## src/rtl/muldiv_iter_unit.sv

```systemverilog
// Iterative RV M-extension execute unit (MUL/MULH/MULHSU/MULHU/DIV/DIVU/REM/REMU).
// Works on operand magnitudes BITS_PER_CYCLE bits per clock, then spends one
// cycle restoring signs and selecting the result half. Abortable via kill_i.
module muldiv_iter_unit #(
  parameter int XLEN           = 32,
  parameter int BITS_PER_CYCLE = 1
) (
  input  logic            clk_i,
  input  logic            reset_i,
  input  logic            start_i,
  input  logic [2:0]      op_i,
  input  logic [XLEN-1:0] a_i,
  input  logic [XLEN-1:0] b_i,
  input  logic            kill_i,
  output logic            ready_o,
  output logic            busy_o,
  output logic            valid_o,
  output logic [XLEN-1:0] result_o
);

  localparam int K     = XLEN / BITS_PER_CYCLE;
  localparam int CNT_W = $clog2(K);

  typedef enum logic [1:0] {S_IDLE, S_CALC, S_FIX, S_DONE} state_e;

  state_e              state_q, state_d;
  logic [2:0]          op_q, op_d;
  logic                sa_q, sa_d;      // effective sign of a
  logic                sb_q, sb_d;      // effective sign of b
  logic                spec_q, spec_d;  // special case: p_q low half holds the answer
  logic [XLEN-1:0]     m_q, m_d;        // multiplicand (mul) or divisor (div) magnitude
  logic [2*XLEN-1:0]   p_q, p_d;        // mul: {acc_hi, multiplier}; div: {remainder, dividend/quotient}
  logic [CNT_W-1:0]    cnt_q, cnt_d;
  logic [XLEN-1:0]     result_q, result_d;

  logic                signed_a, signed_b, neg_a, neg_b;
  logic [XLEN-1:0]     a_mag, b_mag, spec_val;
  logic                div_zero, div_ovf;
  logic [2*XLEN-1:0]   p_step;
  logic [XLEN:0]       rr, sum;
  logic                qbit;
  logic [2*XLEN-1:0]   prod_fix;
  logic [XLEN-1:0]     quo_fix, rem_fix, fix_res;

  // Decode signedness from funct3 and detect the divide special cases.
  always_comb begin
    signed_a = op_i[2] ? ~op_i[0] : (op_i[1:0] != 2'b11);
    signed_b = op_i[2] ? ~op_i[0] : ~op_i[1];
    neg_a    = signed_a & a_i[XLEN-1];
    neg_b    = signed_b & b_i[XLEN-1];
    a_mag    = neg_a ? -a_i : a_i;
    b_mag    = neg_b ? -b_i : b_i;
    div_zero = op_i[2] & (b_i == '0);
    div_ovf  = op_i[2] & ~op_i[0] & (a_i == {1'b1, {(XLEN-1){1'b0}}}) & (b_i == '1);
    spec_val = '0;
    if (div_zero)     spec_val = op_i[1] ? a_i : '1;
    else if (div_ovf) spec_val = op_i[1] ? '0 : a_i;
  end

  // Unrolled BITS_PER_CYCLE shift-add or restoring compare/subtract stages.
  // NOTE: blocking assignments here chain each unrolled stage into the next
  // within one cycle; state registers below only ever use non-blocking.
  always_comb begin
    p_step = p_q;
    rr     = '0;
    sum    = '0;
    qbit   = 1'b0;
    for (int i = 0; i < BITS_PER_CYCLE; i++) begin
      if (op_q[2]) begin
        rr   = {p_step[2*XLEN-1:XLEN], p_step[XLEN-1]};
        qbit = (rr >= {1'b0, m_q});
        if (qbit) rr = rr - {1'b0, m_q};
        p_step = {rr[XLEN-1:0], p_step[XLEN-2:0], qbit};
      end else begin
        sum    = {1'b0, p_step[2*XLEN-1:XLEN]} + (p_step[0] ? {1'b0, m_q} : {(XLEN+1){1'b0}});
        p_step = {sum, p_step[XLEN-1:1]};
      end
    end
  end

  // Sign restoration and result selection used in the FIX cycle.
  always_comb begin
    prod_fix = (sa_q ^ sb_q) ? -p_q : p_q;
    quo_fix  = (sa_q ^ sb_q) ? -p_q[XLEN-1:0] : p_q[XLEN-1:0];
    rem_fix  = sa_q ? -p_q[2*XLEN-1:XLEN] : p_q[2*XLEN-1:XLEN];
    if (spec_q)                 fix_res = p_q[XLEN-1:0];
    else if (!op_q[2])          fix_res = (op_q[1:0] == 2'b00) ? prod_fix[XLEN-1:0]
                                                               : prod_fix[2*XLEN-1:XLEN];
    else if (op_q[1])           fix_res = rem_fix;
    else                        fix_res = quo_fix;
  end

  // Next-state and datapath update; kill_i overrides everything.
  // NOTE: every target gets its hold value first so no path leaves it
  // unassigned, which would otherwise infer a latch.
  always_comb begin
    state_d  = state_q;
    op_d     = op_q;
    sa_d     = sa_q;
    sb_d     = sb_q;
    spec_d   = spec_q;
    m_d      = m_q;
    p_d      = p_q;
    cnt_d    = cnt_q;
    result_d = result_q;
    if (kill_i) begin
      state_d = S_IDLE;
    end else begin
      case (state_q)
        S_IDLE: if (start_i) begin
          op_d   = op_i;
          sa_d   = neg_a;
          sb_d   = neg_b;
          spec_d = div_zero | div_ovf;
          cnt_d  = CNT_W'(K - 1);
          if (div_zero | div_ovf) begin
            p_d     = {{XLEN{1'b0}}, spec_val};
            state_d = S_FIX;
          end else begin
            m_d     = op_i[2] ? b_mag : a_mag;
            p_d     = {{XLEN{1'b0}}, op_i[2] ? a_mag : b_mag};
            state_d = S_CALC;
          end
        end
        S_CALC: begin
          p_d   = p_step;
          cnt_d = cnt_q - CNT_W'(1);
          if (cnt_q == '0) state_d = S_FIX;
        end
        S_FIX: begin
          result_d = fix_res;
          state_d  = S_DONE;
        end
        default: state_d = S_IDLE;
      endcase
    end
  end

  // State and datapath registers, cleared by the asynchronous active-low reset.
  always_ff @(posedge clk_i or negedge reset_i) begin
    if (!reset_i) begin
      state_q  <= S_IDLE;
      op_q     <= '0;
      sa_q     <= 1'b0;
      sb_q     <= 1'b0;
      spec_q   <= 1'b0;
      m_q      <= '0;
      p_q      <= '0;
      cnt_q    <= '0;
      result_q <= '0;
    end else begin
      state_q  <= state_d;
      op_q     <= op_d;
      sa_q     <= sa_d;
      sb_q     <= sb_d;
      spec_q   <= spec_d;
      m_q      <= m_d;
      p_q      <= p_d;
      cnt_q    <= cnt_d;
      result_q <= result_d;
    end
  end

  assign ready_o  = (state_q == S_IDLE);
  assign busy_o   = ~ready_o;
  assign valid_o  = (state_q == S_DONE) & ~kill_i;
  assign result_o = result_q;

endmodule

```

## config.mk

```make
export PLATFORM = sky130hd
export DESIGN_NAME = muldiv_iter_unit
export DESIGN_NICKNAME = d
export VERILOG_FILES = /design/src/rtl/muldiv_iter_unit.sv
export SDC_FILE = /design/constraint.sdc
export NUM_CORES = 1
export LEC_CHECK = 0
export CAP_MARGIN = 20
export CORE_MARGIN = 8
export CORE_UTILIZATION = 61
export CTS_CLUSTER_DIAMETER = 80
export DETAILED_ROUTE_END_ITERATION = 7
export GPL_TIMING_DRIVEN = 0
export PLACE_DENSITY = 0.93
export SLEW_MARGIN = 20
export SYNTH_ARGS = -nofsm -noshare
export SYNTH_HDL_FRONTEND = slang
export SYNTH_SLANG_ARGS = --single-unit
```

## constraint.sdc

```tcl
create_clock -name clk_i -period 4.4 [get_ports clk_i]
set_clock_uncertainty 0.15 [all_clocks]
set_input_delay 0.44 -clock clk_i [delete_from_list [all_inputs] [get_ports clk_i]]
set_output_delay 0.44 -clock clk_i [all_outputs]
set_load 0.02 [all_outputs]
```

# [Word level (Yosys, flattened, before mapping)]
# Index checks and enable logic that the tools add are counted.
[word_totals] register_bits=141 inputBits=71 out_inout_bits=35 word_cells=81
[op_classes] add_sub_neg=8 magnitude_cmp=1 n_eq_ne=9 mux=30 n_bitwise=14 reduce_logical=10
[ops] operator="$mux W32" count=17
[ops] operator="$mux W64" count=3
[ops] operator="$neg A32 Y32" count=4
[ops] operator="$pmux W64 S2" count=1
[ops] operator="$eq A32 B32 Y1 const B" count=2
[ops] operator="$neg A64 Y64" count=1
[ops] operator="$add A32 B32 Y33" count=1
[ops] operator="$ge A33 B32 Y1" count=1
[ops] operator="$logic_not A32 Y1" count=1
[ops] operator="$sub A32 B32 Y32" count=1
[ops] operator="$pmux W5 S2" count=1
[ops] operator="$mux W2" count=4
[ops] operator="$and A1 B1 Y1" count=7
[ops] operator="$ne A3 B3 Y1 const B" count=2
[ops] operator="$pmux W2 S3" count=1
[ops] operator="$reduce_and A3 Y1" count=2
[ops] operator="$logic_not A5 Y1" count=1
[ops] operator="$mux W5" count=1
[ops] operator="$not A1 Y1" count=5
[ops] operator="$sub A5 B1 Y5 const B" count=1
[ops] operator="$eq A2 B2 Y1 const B" count=2
[ops] operator="$logic_not A2 Y1" count=2
[ops] operator="$ne A2 B2 Y1 const B" count=2
[ops] operator="$reduce_and A2 Y1" count=2
[ops] operator="6 further kinds" count=7

# [Longest topological paths before layout]
[depth] word_depth=9 mapped_depth=15 depth_no_buf=13

# [Least setup slack after synthesis]
# OpenSTA, ideal clock, no wires.
[synth_path] path_kind="flip-flop to flip-flop" from="register p_q[0]" to="register p_q[62]" setup_ns=0.139 arrival_time_ns=3.088 slack_ns=1.023 path_stages_with_launch=15 synth_period_minus_slack_ns=3.377 path_cell_list="dfrtp_1 clkbuf_1 inv_1 clkbuf_1 nor2_1 ha_1 a21oi_1 o21ai_0 o21ai_0 a2111oi_0 or3_1 a221oi_1 o21ai_0 xnor2_1 o2111ai_1"
[synth_via] elab_chain_len=4
[synth_lines] element="start, declared" line="32" source="logic [2*XLEN-1:0] p_q, p_d;"
[synth_lines] element="start signal, assigned" line="158" source="p_q <= p_d;"
[synth_lines] element="$mux W32" line="75" source="sum = {1'b0, p_step[2*XLEN-1:XLEN]} + (p_step[0] ? {1'b0, m_q} : {(XLEN+1){1'b0}});"
[synth_lines] element="$add A32 B32 Y33" line="75"
[synth_lines] element="$mux W64" line="69" source="if (op_q[2]) begin"
[synth_lines] element="$pmux W64 S2" line="109" source="case (state_q)"
# No other way between the ends.
# A chain may end at the register's enable or synchronous reset.

# [Worst setup path in the final report]
[layout_path] from="register p_q[31]" to="register p_q[63]"
[layout_via] elab_chain_len=4 word_cells_on_any_way=5
[layout_lines] element="$sub A32 B32 Y32 or $ge A33 B32 Y1 (tied branches)" line="72, 71"
[layout_lines] element="$mux W32 *" line="72" source="if (qbit) rr = rr - {1'b0, m_q};"
[layout_lines] element="$mux W64 *" line="69"
[layout_lines] element="$pmux W64 S2 *" line="109"
# Mark *: on every way between the ends. The rest lies on a longest branch, timed or not.

==> metrics.txt <==
status=complete, but fails checks; failing checks=DRC; ys flop type=dfrtp_1; Critical Path End Type=flop; final setup TNS=0 ns; Clock Path Buffers=2; Critical-path top delay cell=dfrtp_1; Starting Density=61.4%; Placer Congestion=1.19; Clk Latency, worst-skew pair=0.45 ns; Die Y=175 um; drt pass-1 iters=8; WP buf/inv=2; M3 GR Usage=12.6%; Syn Area/Cell=7.35 sq um; Tightest Hold Check Type=input pin to asynchronous set/reset pin; crit path DAT=4.51 ns; synth warn=0; CP most frequent cell=o21ai_2; Hold Worst Slack=0.319 ns; post-route minimum period=4.33 ns; Routed Antenna Nets=0; vias in the first global route=17100; FFs w/ async S/R, synth=100%; CP Launch Type=flop; met1 GRT Util=52.6%; total grt overflow=0; drt total wl=67.7 mm; CTS H-Tree Depth=4; period utilisation layout=98.4%; layer with the highest usage=met2; commonest non-fill, non-tap cell in the layout=a21oi_1; cell family with most CP delay=compound AO/OA/AOI/OAI gates; Slew headroom=27.2%; final worst slack=0.0704 ns; first-pass GRT wire length=102 mm; dpl cell area=0.0168 sq mm; FMAX=231 MHz; CP required=4.58 ns; post-synthesis sequential area ratio=23.0%; cell-by-cell trace of the critical path=inv_1, ha_1, nand2b_1, a211oi_1, o211ai_1, o21ai_2, o21ai_2, o21ai_4, clkbuf_2, o311ai_1, a32o_1; peak supply drop=0.574 mV; unrepaired setup endpoints after global routing=false; nets@finish=2359; post-layout util=70.0%; via count=18100; io pins=106; reg-to-reg slack, setup=0.07 ns; share of cells above drive strength 1=4.81%; DRT iter0 DRCs=2844; CTS tree=yes; Fin. Hold Viols=0; Worst Max-Slew Pin Slew=1.08 ns; P_leak=7.35 nW; vias per inst=7.09; row count=58; core area=0.0250 sq mm; met2 usage=64.2%; post-route cell area=0.0175 sq mm; Residual DRC=1; setup slack at placement=-0.899 ns; HPWL Detailed=52.0 mm; FILL cells=2118; Reg clk slew, reported paths=0.07 ns; Setup CP Type=flop to flop; Synth cell types=81; Total GRT Usage=43.0%; initial antenna violation count=0; synthesized area=0.0153 sq mm; Crit path largest cell delay=0.48 ns; syn nets=2235; fin. max-slew vios=0; crit-path max FO=10; Avg WL per Cell=26.5 um; antenna diode count=0; Yosys reg bits=141; Mapped Cells=2086; Die ar.=0.0305 sq mm; CTS buffer count=17; Sink Count=141; most frequent cells in the layout=228 x a21oi_1, 204 x nand2_1, 196 x nor2_1; largest net degree at the start of global routing=97; clock root buffer=clkbuf_16; Layout Area Growth over Synthesis=14.0%; I/O Buffers=104; Pwr Density=866 mW/mm^2; Post-synth EDFFs=0; max-cap violation count=0; # setup viols final=0; Die Width=175 um
logic make-up (layout without fill, tap and decap cells):
kind of cell	count (synthesis)	count (layout)	share of synthesized area [%]
AO/OA/AOI/OAI	682	682	27.4
AND/OR/NAND/NOR	695	695	21.8
XOR/XNOR	200	200	11.4
multiplexers	60	60	4.10
flip-flops	141	141	23.0
adder cells (fa/ha/maj)	78	78	6.46
buffers and inverters	230	367	5.80
power by group:
part,internal [W],switching (W)
logic,0.00379,0.00727
registers,0.00185,0.000698
clock network,0.000814,0.000696
total,0.00646,0.00866
stage by stage:
| stage | power, W | std cells |
|---|---|---|
| finish | 0.0151 | 2553 |
| global route | 0.0158 | 2553 |
| CTS | 0.0145 | 2554 |
| detailed placement | 0.0129 | 2521 |
| global placement | 0.0127 | 2520 |
| floorplan | 0.00952 | 2086 |
worst paths after layout:
| kind | start | to | cells after the start |
|---|---|---|---|
| setup / recovery | p_q[31] | p_q[63] | 11 |
| setup reg to reg | p_q[31] | p_q[63] | 11 |
| max in group asynchronous | reset_i | result_o[29] | 3 |
| min in group clk_i | m_q[31] | m_q[31] | 1 |
| hold / removal | reset_i | m_q[16] | 2 |
| hold reg to reg | m_q[31] | m_q[31] | 1 |
cells in the mapped netlist (all sizes together) (20+ instances only):
master  number  area share [%]
a21oi      228             7.4
nand2      204             5.0
nor2       196             4.8
o21ai      193             6.3
dfrtp      141              23
clkbuf     138             3.4
xnor2      109             6.2
xor2        91             5.2
ha          76             6.2
inv         75             1.8
nand3       55             1.8
nor3        47             1.5
mux2i       38             2.5
nor4        31             1.4
a21o        30             1.5
a211oi      27             1.3
a31oi       26             1.1
nand2b      26             1.1
mux2        22             1.6
o31ai       21             1.0
a22oi       20            0.98
metal layers:
layer,vias to the layer above,routed length (um)
met5,-,34
met3,399,9200
met4,2,5840
li1,7802,-
met2,1563,28400
met1,8342,24200
registers in the layout, summed over array words and instances, names as in the netlist:
| name | count |
|---|---|
| p_q | 64 |
| state_q | 2 |
| op_q | 3 |
| spec_q | 1 |
| sb_q | 1 |
| cnt_q | 5 |
| m_q | 32 |
| sa_q | 1 |
| result_o | 32 |
layout make-up:
cell class                      count  area (sq um)  area share (%)
Sequential cell                   141          3530            20.2
Inverter                           76           285            1.63
Multi-Input combinational cell   1715         11000            62.8
Timing Repair Buffer              106          1080            6.20
Tap cell                          330           413            2.36
Clock buffer                       18           439            2.51
Clock inverter                     14           143           0.817
Buffer                            153           606            3.47
what timing repair did:
| item | in CTS | in global routing |
|---|---|---|
| buffers inserted | 0 | 0 |
| gates resized for setup | 7 | 12 |
| hold endpoints to repair | 45 | 0 |
| gates cloned | 0 | 0 |
| hold buffers | 1 | 0 |
| setup endpoints to repair | 18 | 29 |
(Power assumes the default switching activity.)
